$ cat src/rtl/sram_bus_master_if.sv
// Bundle of the core-side request/response handshake and the AHB-style
// bus signals used by sram_bus_master. The master modport is the view of
// the bus master itself. The slave modport is the view of whatever drives
// requests and answers the bus, which is the testbench here.
interface sram_bus_master_if;
    logic        req_valid;
    logic        req_ready;
    logic        req_write;
    logic [31:0] req_addr;
    logic [1:0]  req_size;
    logic        req_unsigned;
    logic [31:0] req_wdata;

    logic        rsp_valid;
    logic [31:0] rsp_rdata;
    logic        rsp_err;

    logic [31:0] HADDR;
    logic [1:0]  HTRANS;
    logic        HWRITE;
    logic [2:0]  HSIZE;
    logic [31:0] HWDATA;
    logic [31:0] HRDATA;
    logic        HREADY;
    logic        HRESP;

    modport master (
        input  req_valid, req_write, req_addr, req_size, req_unsigned, req_wdata,
        input  HRDATA, HREADY, HRESP,
        output req_ready, rsp_valid, rsp_rdata, rsp_err,
        output HADDR, HTRANS, HWRITE, HSIZE, HWDATA
    );

    modport slave (
        output req_valid, req_write, req_addr, req_size, req_unsigned, req_wdata,
        output HRDATA, HREADY, HRESP,
        input  req_ready, rsp_valid, rsp_rdata, rsp_err,
        input  HADDR, HTRANS, HWRITE, HSIZE, HWDATA
    );
endinterface

$ cat src/rtl/sram_bus_master.sv
// Single-outstanding bus master. It turns core load/store requests into
// AHB-style transfers that have one address phase and one data phase.
// Misaligned requests are answered with an error and never reach the bus.
// A data phase that stalls too long is abandoned with an error.
module sram_bus_master #(
    parameter int TIMEOUT_CYCLES = 255
) (
    input logic               HCLK,
    input logic               HRESET,
    sram_bus_master_if.master bus
);

    localparam logic [1:0]  IDLE          = 2'd0;
    localparam logic [1:0]  ADDR          = 2'd1;
    localparam logic [1:0]  DATA          = 2'd2;
    localparam logic [1:0]  HTRANS_IDLE   = 2'b00;
    localparam logic [1:0]  HTRANS_NONSEQ = 2'b10;
    localparam logic [15:0] TIMEOUT_LIM   = 16'(TIMEOUT_CYCLES);

    logic [1:0]  state_q, state_d;
    logic [15:0] waitCnt_q, waitCnt_d;
    logic [1:0]  htrans_q, htrans_d;
    logic [31:0] haddr_q, haddr_d;
    logic        hwrite_q, hwrite_d;
    logic [2:0]  hsize_q, hsize_d;
    logic [31:0] hwdata_q, hwdata_d;
    logic        loadUnsigned_q, loadUnsigned_d;
    logic        rspValid_q, rspValid_d;
    logic        rspErr_q, rspErr_d;
    logic [31:0] rspRdata_q, rspRdata_d;

    // A request is misaligned if it is an odd halfword, a word not on a
    // 4-byte boundary, or uses the reserved size code.
    function automatic logic isMisaligned(input logic [1:0] size, input logic [1:0] addrLo);
        logic bad;
        case (size)
            2'b00:   bad = 1'b0;
            2'b01:   bad = addrLo[0];
            2'b10:   bad = (addrLo != 2'b00);
            default: bad = 1'b1;
        endcase
        return bad;
    endfunction

    // Right-aligned store data is copied onto every byte lane it could occupy.
    function automatic logic [31:0] replicateLanes(input logic [1:0] size, input logic [31:0] wdata);
        logic [31:0] r;
        case (size)
            2'b00:   r = {4{wdata[7:0]}};
            2'b01:   r = {2{wdata[15:0]}};
            default: r = wdata;
        endcase
        return r;
    endfunction

    // Pick the addressed lane out of the read bus, then zero- or sign-extend it.
    function automatic logic [31:0] extractLoad(input logic [31:0] rdata, input logic [1:0] lane,
                                                input logic [1:0] size, input logic uns);
        logic [7:0]  b;
        logic [15:0] h;
        logic [31:0] r;
        case (lane)
            2'd0:    b = rdata[7:0];
            2'd1:    b = rdata[15:8];
            2'd2:    b = rdata[23:16];
            default: b = rdata[31:24];
        endcase
        h = lane[1] ? rdata[31:16] : rdata[15:0];
        case (size)
            2'b00:   r = uns ? {24'h0, b} : {{24{b[7]}}, b};
            2'b01:   r = uns ? {16'h0, h} : {{16{h[15]}}, h};
            default: r = rdata;
        endcase
        return r;
    endfunction

    // Next-state logic for the IDLE/ADDR/DATA sequence and the one-cycle response pulse.
    always_comb begin
        state_d        = state_q;
        waitCnt_d      = waitCnt_q;
        htrans_d       = htrans_q;
        haddr_d        = haddr_q;
        hwrite_d       = hwrite_q;
        hsize_d        = hsize_q;
        hwdata_d       = hwdata_q;
        loadUnsigned_d = loadUnsigned_q;
        rspValid_d     = 1'b0;
        rspErr_d       = 1'b0;
        rspRdata_d     = 32'h0;
        case (state_q)
            IDLE: begin
                if (bus.req_valid) begin
                    if (isMisaligned(bus.req_size, bus.req_addr[1:0])) begin
                        rspValid_d = 1'b1;
                        rspErr_d   = 1'b1;
                    end else begin
                        state_d        = ADDR;
                        htrans_d       = HTRANS_NONSEQ;
                        haddr_d        = bus.req_addr;
                        hwrite_d       = bus.req_write;
                        hsize_d        = {1'b0, bus.req_size};
                        hwdata_d       = bus.req_write ? replicateLanes(bus.req_size, bus.req_wdata) : 32'h0;
                        loadUnsigned_d = bus.req_unsigned;
                    end
                end
            end
            ADDR: begin
                state_d   = DATA;
                htrans_d  = HTRANS_IDLE;
                waitCnt_d = 16'h0;
            end
            DATA: begin
                if (waitCnt_q == TIMEOUT_LIM) begin
                    state_d    = IDLE;
                    rspValid_d = 1'b1;
                    rspErr_d   = 1'b1;
                end else if (bus.HREADY) begin
                    state_d    = IDLE;
                    rspValid_d = 1'b1;
                    rspErr_d   = bus.HRESP;
                    if (!bus.HRESP && !hwrite_q) begin
                        rspRdata_d = extractLoad(bus.HRDATA, haddr_q[1:0], hsize_q[1:0], loadUnsigned_q);
                    end
                end else begin
                    waitCnt_d = waitCnt_q + 16'd1;
                end
            end
            default: begin
                state_d  = IDLE;
                htrans_d = HTRANS_IDLE;
            end
        endcase
    end

    // State and output registers. Reset clears everything and drops any transfer that is in flight.
    always_ff @(posedge HCLK) begin
        if (HRESET) begin
            state_q        <= IDLE;
            waitCnt_q      <= 16'h0;
            htrans_q       <= HTRANS_IDLE;
            haddr_q        <= 32'h0;
            hwrite_q       <= 1'b0;
            hsize_q        <= 3'h0;
            hwdata_q       <= 32'h0;
            loadUnsigned_q <= 1'b0;
            rspValid_q     <= 1'b0;
            rspErr_q       <= 1'b0;
            rspRdata_q     <= 32'h0;
        end else begin
            state_q        <= state_d;
            waitCnt_q      <= waitCnt_d;
            htrans_q       <= htrans_d;
            haddr_q        <= haddr_d;
            hwrite_q       <= hwrite_d;
            hsize_q        <= hsize_d;
            hwdata_q       <= hwdata_d;
            loadUnsigned_q <= loadUnsigned_d;
            rspValid_q     <= rspValid_d;
            rspErr_q       <= rspErr_d;
            rspRdata_q     <= rspRdata_d;
        end
    end

    assign bus.req_ready = (state_q == IDLE);
    assign bus.rsp_valid = rspValid_q;
    assign bus.rsp_err   = rspErr_q;
    assign bus.rsp_rdata = rspRdata_q;
    assign bus.HTRANS    = htrans_q;
    assign bus.HADDR     = haddr_q;
    assign bus.HWRITE    = hwrite_q;
    assign bus.HSIZE     = hsize_q;
    assign bus.HWDATA    = hwdata_q;

endmodule

$ cat src/flat_wrapper.sv
// flat-port wrapper written by rule: the top's interface ports become plain ports
module sram_bus_master_flat 
#(
    parameter int TIMEOUT_CYCLES = 255
)
  (HCLK, HRESET, bus_req_valid, bus_req_write, bus_req_addr, bus_req_size, bus_req_unsigned, bus_req_wdata, bus_HRDATA, bus_HREADY, bus_HRESP, bus_req_ready, bus_rsp_valid, bus_rsp_rdata, bus_rsp_err, bus_HADDR, bus_HTRANS, bus_HWRITE, bus_HSIZE, bus_HWDATA);
  sram_bus_master_if bus_i ();
  input logic HCLK;
  input logic HRESET;
  input wire logic [$bits(bus_i.req_valid)-1:0] bus_req_valid;
  input wire logic [$bits(bus_i.req_write)-1:0] bus_req_write;
  input wire logic [$bits(bus_i.req_addr)-1:0] bus_req_addr;
  input wire logic [$bits(bus_i.req_size)-1:0] bus_req_size;
  input wire logic [$bits(bus_i.req_unsigned)-1:0] bus_req_unsigned;
  input wire logic [$bits(bus_i.req_wdata)-1:0] bus_req_wdata;
  input wire logic [$bits(bus_i.HRDATA)-1:0] bus_HRDATA;
  input wire logic [$bits(bus_i.HREADY)-1:0] bus_HREADY;
  input wire logic [$bits(bus_i.HRESP)-1:0] bus_HRESP;
  output wire logic [$bits(bus_i.req_ready)-1:0] bus_req_ready;
  output wire logic [$bits(bus_i.rsp_valid)-1:0] bus_rsp_valid;
  output wire logic [$bits(bus_i.rsp_rdata)-1:0] bus_rsp_rdata;
  output wire logic [$bits(bus_i.rsp_err)-1:0] bus_rsp_err;
  output wire logic [$bits(bus_i.HADDR)-1:0] bus_HADDR;
  output wire logic [$bits(bus_i.HTRANS)-1:0] bus_HTRANS;
  output wire logic [$bits(bus_i.HWRITE)-1:0] bus_HWRITE;
  output wire logic [$bits(bus_i.HSIZE)-1:0] bus_HSIZE;
  output wire logic [$bits(bus_i.HWDATA)-1:0] bus_HWDATA;
  assign bus_i.req_valid = bus_req_valid;
  assign bus_i.req_write = bus_req_write;
  assign bus_i.req_addr = bus_req_addr;
  assign bus_i.req_size = bus_req_size;
  assign bus_i.req_unsigned = bus_req_unsigned;
  assign bus_i.req_wdata = bus_req_wdata;
  assign bus_i.HRDATA = bus_HRDATA;
  assign bus_i.HREADY = bus_HREADY;
  assign bus_i.HRESP = bus_HRESP;
  assign bus_req_ready = bus_i.req_ready;
  assign bus_rsp_valid = bus_i.rsp_valid;
  assign bus_rsp_rdata = bus_i.rsp_rdata;
  assign bus_rsp_err = bus_i.rsp_err;
  assign bus_HADDR = bus_i.HADDR;
  assign bus_HTRANS = bus_i.HTRANS;
  assign bus_HWRITE = bus_i.HWRITE;
  assign bus_HSIZE = bus_i.HSIZE;
  assign bus_HWDATA = bus_i.HWDATA;
  sram_bus_master #(.TIMEOUT_CYCLES(TIMEOUT_CYCLES)) u_core (.HCLK(HCLK), .HRESET(HRESET), .bus(bus_i));
endmodule
$ cat config.mk
export PLATFORM = sky130hd
export DESIGN_NAME = sram_bus_master_flat
export DESIGN_NICKNAME = d
export VERILOG_FILES = /design/src/rtl/sram_bus_master_if.sv /design/src/rtl/sram_bus_master.sv /design/src/flat_wrapper.sv
export SDC_FILE = /design/constraint.sdc
export NUM_CORES = 1
export LEC_CHECK = 0
export ABC_AREA = 1
export CAP_MARGIN = 0
export CORE_ASPECT_RATIO = 1.25
export CORE_MARGIN = 2
export CORE_UTILIZATION = 30
export CTS_CLUSTER_SIZE = 30
export DETAILED_ROUTE_END_ITERATION = 10
export DONT_BUFFER_PORTS = 1
export SYNTH_ARGS = -nofsm -noshare
export SYNTH_HDL_FRONTEND = slang
export SYNTH_SLANG_ARGS = --single-unit
$ cat constraint.sdc
create_clock -name HCLK -period 1.9 [get_ports HCLK]
set_input_delay 0.57 -clock HCLK [delete_from_list [all_inputs] [get_ports HCLK]]
set_output_delay 0.57 -clock HCLK [all_outputs]
set_load 0.005 [all_outputs]
==> qor.csv, run 1 <==
stage,metric,value,unit
critical_path,critical path's slowest cell,dfxtp_1,
critical_path,crit path cell chain,ha_1 -> nand3_2 -> nor2_4 -> nand2_4 -> nand2_4 -> inv_2 -> nand2_1 -> inv_1,
yosys,count of different cell masters after synthesis,38,
clock_tree,total CTS buffers,17,
critical_path,critical path required time,2.22,ns
critical_path,CP Max Fanout,17,
routing,DRT iter0 DRCs,348,
grt,largest net degree at the start of global routing,57,
yosys,"Cell Area, Synth",5440,um^2
timing,worst slew pin tran,0.519,ns
worst_hold_path,hold endpoint,u_core.bus.HWDATA[2],
timing,Max Slew Vio Count,0,
floorplanning,number of I/O pins,210,
routing,via count,4887,
yosys,most common cell in the netlist,nand2_1,
clock_tree,Root Buffer,clkbuf_16,
routing,wire per inst,15.2,um
yosys,"EDFF count, synth",0,
clock_tree,hold buffers post-CTS,0,
clock_tree,Worst-path clk slew,0.06,ns
critical_path,Reg2Reg Setup Slack,0.26,ns
floorplanning,DIE AREA,19200,um^2
critical_path,critical path capture point type,flip-flop,
worst_hold_path,Worst Hold Launch,HRESET,
grt,GRT overflow,0,
clock_tree,H-tree Lvls,4,
yosys,register area share after synthesis,0.445,
timing,crit path time final,1.64,ns
worst_hold_path,worst hold path depth,1,
final_layout,ant diodes,0,
yosys,area share of the largest cell type after synthesis,0.445,
grt,initial antenna violation count,0,
routing,DRC viols,0,
routing,vias per inst,4.84,
timing,setup_tns,0,ns
critical_path,Worst Path Arrival,1.96,ns
yosys,YS warnings,0,
clock_tree,# clock sinks,121,
floorplanning,core area,18000,um^2
timing,Max Clock Freq,608,MHz
clock_tree,Clock Latency Late Sink,0.42,ns
routing,"antenna viol nets, final",0,
yosys,Post-synth ARST share,0,
worst_hold_path,worst hold path class,in -> reg,
critical_path,r2r endpoint,u_core.bus.rsp_rdata[31],
yosys,"top cells by count, synth","nand2_1, nor2_1, dfxtp_1, inv_1, a21oi_1",
clock_tree,Setup Buffers After CTS,0,
floorplanning,Initial Util,0.303,
timing,Slew HR,0.652,
placed_design,count of input and output buffers,0,
critical_path,Reg2Reg Launch Point,u_core.waitCnt_q[1],
timing,final hold violations,0,
grt,number of global-route vias before repair,4513,
timing,RSZ-0062 raised after global routing,no,
yosys,top post-synthesis cells by area,"dfxtp_1, nand2_1, nor2_1, a21oi_1, o21ai_0",
power,Power Density,1070,nW/um^2
timing,clk_skew,0.00744,ns
critical_path,CP Buf/Inv Count,2,
routing,drt pass-1 iters,5,
power,Max VDD drop,0.594,mV
routing,Routed WL,15.3,mm
grt,GRT Total Usage,0.154,
placed_design,DP Wirelength,11.5,mm
run_status,run status,completed,
critical_path,crit path launch type,flip-flop,
critical_path,critical path's most frequent cell,nand2_4,
final_layout,# fillers,1932,
run,Max Cap Viol,0,
yosys,Mapped Avg Cell Area,7.07,um^2
yosys,Synth Register Bits,121,
grt,first-pass GRT wire length,23.5,mm
floorplanning,Core Rows,55,
timing,final setup vio count,0,
clock_tree,clock buffer depth,2,
placed_design,RD Place Congestion,0.846,
final_layout,nets,874,
floorplanning,chip width,124,um
floorplanning,Chip Height,155,um
critical_path,CP top delay family,simple AND/OR/NAND/NOR gates,
final_layout,share of cells above drive strength 1,0.106,
yosys,ys flop type,dfxtp_1,
clock_tree,CTS tree,built,
yosys,cell count after synthesis,769,
critical_path,max incr delay on CP,0.37,ns
critical_path,r2r worst-path depth,8,
power,leak pwr,2.58,nW
final_layout,synth-to-layout area growth,15.6,%
final_layout,final core utilization,0.350,
yosys,cell taking the most area after synthesis,dfxtp_1,
timing,final worst path period share,0.866,
clock_tree,cts repair resizes,0,
critical_path,Setup CP Type,reg -> reg,
==> stage by stage <==
step                      hold slack (ns)  cells  cell area, um^2  total power, mW  worst slack [ns]
final                               0.213   1009             6280             6.74             0.255
after floorplan                     0.460    770             5440             3.22             0.375
after global routing                0.193   1009             6280             7.00            0.0998
after CTS                           0.196   1009             6280             6.82             0.255
after global placement              0.467    977             5650             3.35             0.219
after detailed placement            0.474    977             5650             3.35             0.186
==> power by group <==
part	switching (mW)	internal (mW)	total [mW]
sequential	0.0816	2.63	2.71
combinational	0.374	0.209	0.583
clock	1.20	2.24	3.45
total	1.66	5.08	6.74
==> worst max path at each step <==
| stage | from | to | slack (ns) | cells after the start |
|---|---|---|---|---|
| 2_1_floorplan | u_core.waitCnt_q[0] | u_core.waitCnt_q[5] | 0.37 | 9 |
| 3_5_place_dp | bus_req_addr[0] | u_core.bus.HADDR[20] | 0.19 | 9 |
| 5_1_grt | u_core.waitCnt_q[1] | u_core.waitCnt_q[14] | 0.1 | 9 |
| 4_1_cts | u_core.bus.HADDR[0] | u_core.bus.rsp_rdata[10] | 0.26 | 6 |
| 3_3_place_gp | bus_req_addr[0] | u_core.bus.HADDR[10] | 0.22 | 9 |
| 6_report | u_core.waitCnt_q[1] | u_core.bus.rsp_rdata[31] | 0.26 | 8 |
==> per-layer routing <==
layer | global-route usage | share of wire
met1 | 0.172 | 0.39
met2 | 0.260 | 0.48
met3 | 0.0612 | 0.10
met4 | 0.0663 | 0.022
met5 | 0 | 0
==> sequential cells by signal, summed over array words and instances (netlist names) <==
register	cells
u_core.bus.HADDR	32
u_core.bus.HWDATA	32
u_core.bus.rsp_rdata	32
u_core.waitCnt_q	16
u_core.bus.HSIZE	2
u_core.state_q	2
u_core.bus.HTRANS	1
u_core.bus.HWRITE	1
u_core.bus.rsp_err	1
u_core.bus.rsp_valid	1
u_core.loadUnsigned_q	1
==> placed cells by master, fill, tap and decap left out, types with 2 or more instances in the layout <==
master / n
nand4_1: 5
o21ai_0: 43
inv_1: 52
nor3_1: 5
a21oi_1: 45
bufinv_16: 4
nand2_4: 4
clkbuf_16: 17
inv_6: 3
o211ai_1: 10
a21oi_2: 3
nand2_2: 3
nor3_2: 2
inv_2: 7
nand2_1: 198
dfxtp_1: 121
nand3_2: 3
xor2_1: 4
clkinvlp_4: 2
o21ai_1: 7
a31oi_1: 9
clkinv_4: 3
nor2_1: 143
nand3b_1: 2
buf_4: 20
conb_1: 2
nor2_2: 2
nand3_1: 33
a221oi_1: 7
a22oi_1: 7
nor2_4: 3
==> logic make-up after synthesis <==
kind of cell	after synthesis	synth area share
fa+ha+maj	1	0.00230
xor+xnor	4	0.00644
other cells	1	0.000689
simple gates	407	0.317
buf+inv	101	0.0865
compound gates	134	0.142
flops	121	0.445
==> area by class of cell <==
type	instances	area, um^2	share of cell area
inverter	59	221	0.0352
timing repair buffer	21	170	0.0271
clock inverter	13	193	0.0307
multi-input combinational	548	2550	0.406
sequential	121	2420	0.385
tap	228	285	0.0454
clock buffer	19	443	0.0705
(Power assumes the default switching activity.)
==> inputs of run 2 (changes only) <==
Settings changed: TNS_END_PERCENT from default to 100.
==> results of run 2 <==
No change in the layout: final DEF, timing and power equal those of run 1.
